<file path="config.mk">
export PLATFORM = sky130hd
export DESIGN_NAME = md_ctrl
export DESIGN_NICKNAME = d
export VERILOG_FILES = /design/src/rtl/md_ctrl.sv
export SDC_FILE = /design/constraint.sdc
export NUM_CORES = 2
export LEC_CHECK = 0
export BUFFER_PORTS_ARGS = -buffer_cell sky130_fd_sc_hd__buf_2
export CORE_MARGIN = 1.5
export CORE_UTILIZATION = 47
export DETAILED_ROUTE_END_ITERATION = 16
export SLEW_MARGIN = 20
export SYNTH_ARGS = -nofsm -noshare
export SYNTH_HDL_FRONTEND = slang
export SYNTH_SLANG_ARGS = --single-unit
export TNS_END_PERCENT = 30
</file>
<file path="constraint.sdc">
create_clock -name clk -period 10.26 [get_ports clk]
set_input_delay 2.052 -clock clk [delete_from_list [all_inputs] [get_ports clk]]
set_output_delay 2.052 -clock clk [all_outputs]
set_load 0.03 [all_outputs]
</file>
<file path="src/rtl/md_ctrl.sv">
// Multiply/divide unit with HI/LO registers, busy counter and pipeline stall.
// Define MD_DIV_EN to build the divider and the DIV state; otherwise div/divu are no-ops.
module md_ctrl #(
  parameter int MULT_CYCLES = 5,
  parameter int DIV_CYCLES  = 10
) (
  input  logic        clk,
  input  logic        reset,
  input  logic        start,
  input  logic [2:0]  op,
  input  logic [31:0] a,
  input  logic [31:0] b,
  input  logic        idUsesMD,
  input  logic        rdSel,
  output logic        busy,
  output logic        stall,
  output logic [31:0] hi,
  output logic [31:0] lo,
  output logic [31:0] mdOut
);

  localparam int MAX_CYCLES = (MULT_CYCLES > DIV_CYCLES) ? MULT_CYCLES : DIV_CYCLES;
  localparam int CNT_W      = $clog2(MAX_CYCLES + 1);

  localparam logic [1:0] ST_IDLE = 2'd0;
  localparam logic [1:0] ST_MUL  = 2'd1;
`ifdef MD_DIV_EN
  localparam logic [1:0] ST_DIV  = 2'd2;
`endif

  logic [1:0]       state_q, state_d;
  logic [CNT_W-1:0] cnt_q, cnt_d;
  logic [31:0]      a_q, a_d, b_q, b_d;
  logic             sign_q, sign_d;
  logic [31:0]      hi_q, hi_d, lo_q, lo_d;

  logic             op_mul_s, op_div_s, op_signed_s, done_s;
  logic [63:0]      mul_a_s, mul_b_s, prod_s;
`ifdef MD_DIV_EN
  logic signed [32:0] dvd_s, dvs_s, quo_s, rem_s;
  logic               div_unused_s;
`endif

  // Opcode decode; even opcodes of each pair are the signed variants
  always_comb begin
    op_mul_s    = (op == 3'd0) || (op == 3'd1);
`ifdef MD_DIV_EN
    op_div_s    = (op == 3'd2) || (op == 3'd3);
`else
    op_div_s    = 1'b0;
`endif
    op_signed_s = ~op[0];
  end

  // Arithmetic on latched operands; 64-bit product of extended operands covers both signednesses
  always_comb begin
    mul_a_s = sign_q ? {{32{a_q[31]}}, a_q} : {32'd0, a_q};
    mul_b_s = sign_q ? {{32{b_q[31]}}, b_q} : {32'd0, b_q};
    prod_s  = mul_a_s * mul_b_s;
`ifdef MD_DIV_EN
    // 33-bit signed divide makes 0x80000000 / -1 representable and unsigned ops uniform
    dvd_s        = sign_q ? {a_q[31], a_q} : {1'b0, a_q};
    dvs_s        = (b_q == 32'd0) ? 33'sd1 : (sign_q ? {b_q[31], b_q} : {1'b0, b_q});
    quo_s        = dvd_s / dvs_s;
    rem_s        = dvd_s % dvs_s;
    div_unused_s = quo_s[32] ^ rem_s[32];
`endif
  end

  // State register plus datapath flops, synchronous active-low reset
  always_ff @(posedge clk) begin
    if (!reset) begin
      state_q <= ST_IDLE;
      cnt_q   <= '0;
      a_q     <= 32'd0;
      b_q     <= 32'd0;
      sign_q  <= 1'b0;
      hi_q    <= 32'd0;
      lo_q    <= 32'd0;
    end else begin
      state_q <= state_d;
      cnt_q   <= cnt_d;
      a_q     <= a_d;
      b_q     <= b_d;
      sign_q  <= sign_d;
      hi_q    <= hi_d;
      lo_q    <= lo_d;
    end
  end

  // Next-state and counter logic
  always_comb begin
    state_d = state_q;
    cnt_d   = cnt_q;
    done_s  = 1'b0;
    case (state_q)
      ST_IDLE: begin
        if (start && op_mul_s) begin
          state_d = ST_MUL;
          cnt_d   = CNT_W'(MULT_CYCLES);
        end else if (start && op_div_s) begin
`ifdef MD_DIV_EN
          state_d = ST_DIV;
          cnt_d   = CNT_W'(DIV_CYCLES);
`else
          state_d = ST_IDLE;
`endif
        end else begin
          state_d = ST_IDLE;
        end
      end
`ifdef MD_DIV_EN
      ST_DIV,
`endif
      ST_MUL: begin
        cnt_d = cnt_q - CNT_W'(1);
        if (cnt_q <= CNT_W'(1)) begin
          done_s  = 1'b1;
          state_d = ST_IDLE;
          cnt_d   = '0;
        end else begin
          state_d = state_q;
        end
      end
      default: begin
        state_d = ST_IDLE;
        cnt_d   = '0;
      end
    endcase
  end

  // Operand latch and HI/LO update; starts while busy are ignored
  always_comb begin
    a_d    = a_q;
    b_d    = b_q;
    sign_d = sign_q;
    hi_d   = hi_q;
    lo_d   = lo_q;
    if (state_q == ST_IDLE) begin
      if (start && (op_mul_s || op_div_s)) begin
        a_d    = a;
        b_d    = b;
        sign_d = op_signed_s;
      end else if (start && (op == 3'd4)) begin
        hi_d = a;
      end else if (start && (op == 3'd5)) begin
        lo_d = a;
      end else begin
        hi_d = hi_q;
      end
    end else if (done_s) begin
      case (state_q)
        ST_MUL: begin
          hi_d = prod_s[63:32];
          lo_d = prod_s[31:0];
        end
`ifdef MD_DIV_EN
        ST_DIV: begin
          if (b_q != 32'd0) begin
            hi_d = rem_s[31:0];
            lo_d = quo_s[31:0];
          end else begin
            hi_d = hi_q;
          end
        end
`endif
        default: hi_d = hi_q;
      endcase
    end else begin
      hi_d = hi_q;
    end
  end

  // Outputs
  always_comb begin
    busy  = (state_q != ST_IDLE);
    stall = idUsesMD & (busy | (start & (op_mul_s | op_div_s)));
    hi    = hi_q;
    lo    = lo_q;
    mdOut = rdSel ? hi_q : lo_q;
  end

endmodule

</file>
==> run summary <==
Antenna-violating nets left: 0
Area Overhead vs Synth: 6.122%
Initial antenna violation count: 8
Post-CTS setup buffer count: 0
Status: complete, no violations
Critical Path Fanout Max: 16
Final worst slack: 0.3104 ns
Hold Startpoint: b_q[18]
Starting Density: 0.4746
Wirelength per Cell: 22.47 um
Mapped Nets: 7573
Lkg Pwr: 29.72 nW
Vias in the first global route: 42490
Tmin final: 9.950 ns
Dpl ws: 0.5106 ns
CP startpoint kind: flop
First-pass GRT wire length: 259200 um
Routability cong.: 0.9517
Rel. slew slack: 0.2039
DP Area: 0.05615 mm^2
Yosys cell types: 76
Synth top area cells: fa_1 (53%), inv_1 (11%), ha_1 (7.3%)
FF+latch count, synth: 134
Routed vias: 38490
Dpl hpwl: 138200 um
Min-Delay Path Class: reg -> reg
Post-synth top area share: 0.5313
Cell count after synthesis: 5772
Layout Skew: 0.04042 ns
Unrepaired setup endpoints after global routing: no
Max-Cap Viols: 0
Cell area after synthesis: 0.05347 mm^2
Slowest stage delay, CP: 1.11 ns
Number of synthesized flops with an enable pin: 0
Most frequent CP cell: fa_1
Global route overflow: 0
CTS tree: done
H-tree depth: 4
Reg area: 0.002691 mm^2
Most frequent cells in the layout: inv_1 (1530), fa_1 (1419), nand2_1 (729)
Synth area leader: fa_1
Kind of critical path: reg -> reg
Peak VDD IR: 0.1226 mV
Reg2reg start: b_q[15]
DRC errors left: 0
Boundary Pins: 170
Design Area, Final: 0.05674 mm^2
Multi-input combinational cell area: 0.04386 mm^2
CTS Buf Count: 17
Largest net degree at the start of global routing: 75
Pre-antenna DRT Iters: 5
Clk_lat worst skew: 0.52 ns
Total Wirelength: 164300 um
Crit path launch: b_q[15]
Fin. max-slew vios: 0
Hold buffers post-CTS: 0
Cell family with most CP delay: adder cells
Commonest non-fill, non-tap cell in the layout: inv_1
Commonest register cell after synthesis: dfxtp_1
Vias per cell: 5.266
Reg2reg path depth: 30
Hold Crit Depth: 2
Cts repair resizes: 0
Clock transition at path regs: 0.11 ns
Fillers: 10820
Worst-margin pin slew: 1.193 ns
# setup viols final: 0
Die area: 0.1158 mm^2
DR iter-0 viols: 2710
Setup crit end kind: flop
# nets final: 7596
Core Area: 0.1127 mm^2
Post-route clock period utilization: 0.9697
Utilization after layout: 0.5037
Fmax achieved: 100.5 MHz
Post-route setup TNS: 0 ns
Layout cell share with drive strength beyond 1: 0.07266
Row count: 123
Worst path required time: 10.64 ns
Clk sinks: 134
Ys Warns: 0
Slowest-stage cell, CP: dfxtp_1
Crit. path cell count: 30
# port buffers: 169
GRT Total Usage: 0.2996
CP bufs+invs: 8
Ys async rst share: 0
Chip width: 340.3 um
Clock root cell: clkbuf_16
Worst EP arrival: 10.33 ns
Final-report hold violation count: 0
Max Buffers Root-to-Sink: 2
Vert. Die Dim: 340.3 um
Seq/Total Area, Yosys: 0.05017
Avg Synthesized Cell Area: 9.263 um^2
Pwr dens: 31.96 mW/mm^2
## cell type report
cell class	count	area share
Inverter	1531	0.1013
Antenna cell	2	0.00008821
Multi-Input combinational cell	3811	0.7730
Timing Repair Buffer	300	0.03480
Tap cell	1500	0.03308
Sequential cell	134	0.04743
Clock inverter	15	0.002779
Clock buffer	17	0.007498
## stage by stage
step	hold slack, ns	power [W]	cells
after global routing	0.4987	0.001889	7309
final	0.4579	0.001813	7310
after floorplan	0.4780	0.0009124	5772
after global placement	0.4457	0.001155	7275
after detailed placement	0.4510	0.001158	7276
after CTS	0.4604	0.001819	7308
## synth_stat cells (all sizes together) (3+ instances only)
| cell | n |
|---|---|
| nand4 | 9 |
| clkbuf | 267 |
| o21bai | 12 |
| a21boi | 7 |
| nand3 | 20 |
| a21oi | 187 |
| xor2 | 30 |
| nor2b | 13 |
| a41oi | 3 |
| a221oi | 13 |
| xnor2 | 91 |
| o21ai | 84 |
| o31ai | 4 |
| dfxtp | 134 |
| o22ai | 4 |
| a211oi | 17 |
| or3 | 8 |
| maj3 | 3 |
| nand2b | 5 |
| o211ai | 14 |
| nor3b | 3 |
| and2 | 572 |
| ha | 310 |
| nor2 | 60 |
| a31oi | 21 |
| a211o | 3 |
| buf | 27 |
| o21a | 6 |
| inv | 1530 |
| nand2 | 731 |
| and3 | 35 |
| a31o | 7 |
| a21o | 39 |
| fa | 1419 |
| mux2 | 32 |
| nor3 | 17 |
| mux2i | 7 |
## report_power, final
part | internal (W) | switching (W)
combinational | 0.000172 | 0.000387
clock | 0.000324 | 0.000336
sequential | 0.000545 | 0.0000499
total | 0.00104 | 0.000772
## worst min-delay path, stage by stage (launching register included)
cell	delay, ns
dfxtp_1	0.31
nand2_1	0.05
a21oi_1	0.05
## registers in the layout (all words and copies together), names as in the netlist
| name | count |
|---|---|
| a_q | 32 |
| b_q | 32 |
| cnt_q | 4 |
| hi | 32 |
| lo | 32 |
| sign_q | 1 |
| state_q | 1 |
## cell families after synthesis
group	after synthesis	synth area share
adder cells (fa/ha/maj)	1732	0.6044
XOR/XNOR	121	0.01982
AO/OA/AOI/OAI	436	0.05139
buffers and inverters	1827	0.1298
AND/OR/NAND/NOR	1483	0.1363
multiplexers	39	0.008050
flip-flops	134	0.05017
## layer usage
layer / part of all wire / track usage / vias up / wire length, um
li1: - / - / 16650 / -
met2: 0.50 / 0.5119 / 1180 / 82950
met5: 0.000067 / 0 / - / 11
met3: 0.055 / 0.03820 / 292 / 9017
met1: 0.39 / 0.3854 / 20370 / 64580
met4: 0.047 / 0.1231 / 2 / 7713
## path summary, 6_finish.rpt
check	slack, ns	end
worst max-delay path	0.31	hi[28]
worst min-delay path	0.46	b_q[18]
worst max register to register	0.31	hi[28]
worst min register to register	0.46	b_q[18]
(Power assumes the default switching activity.)
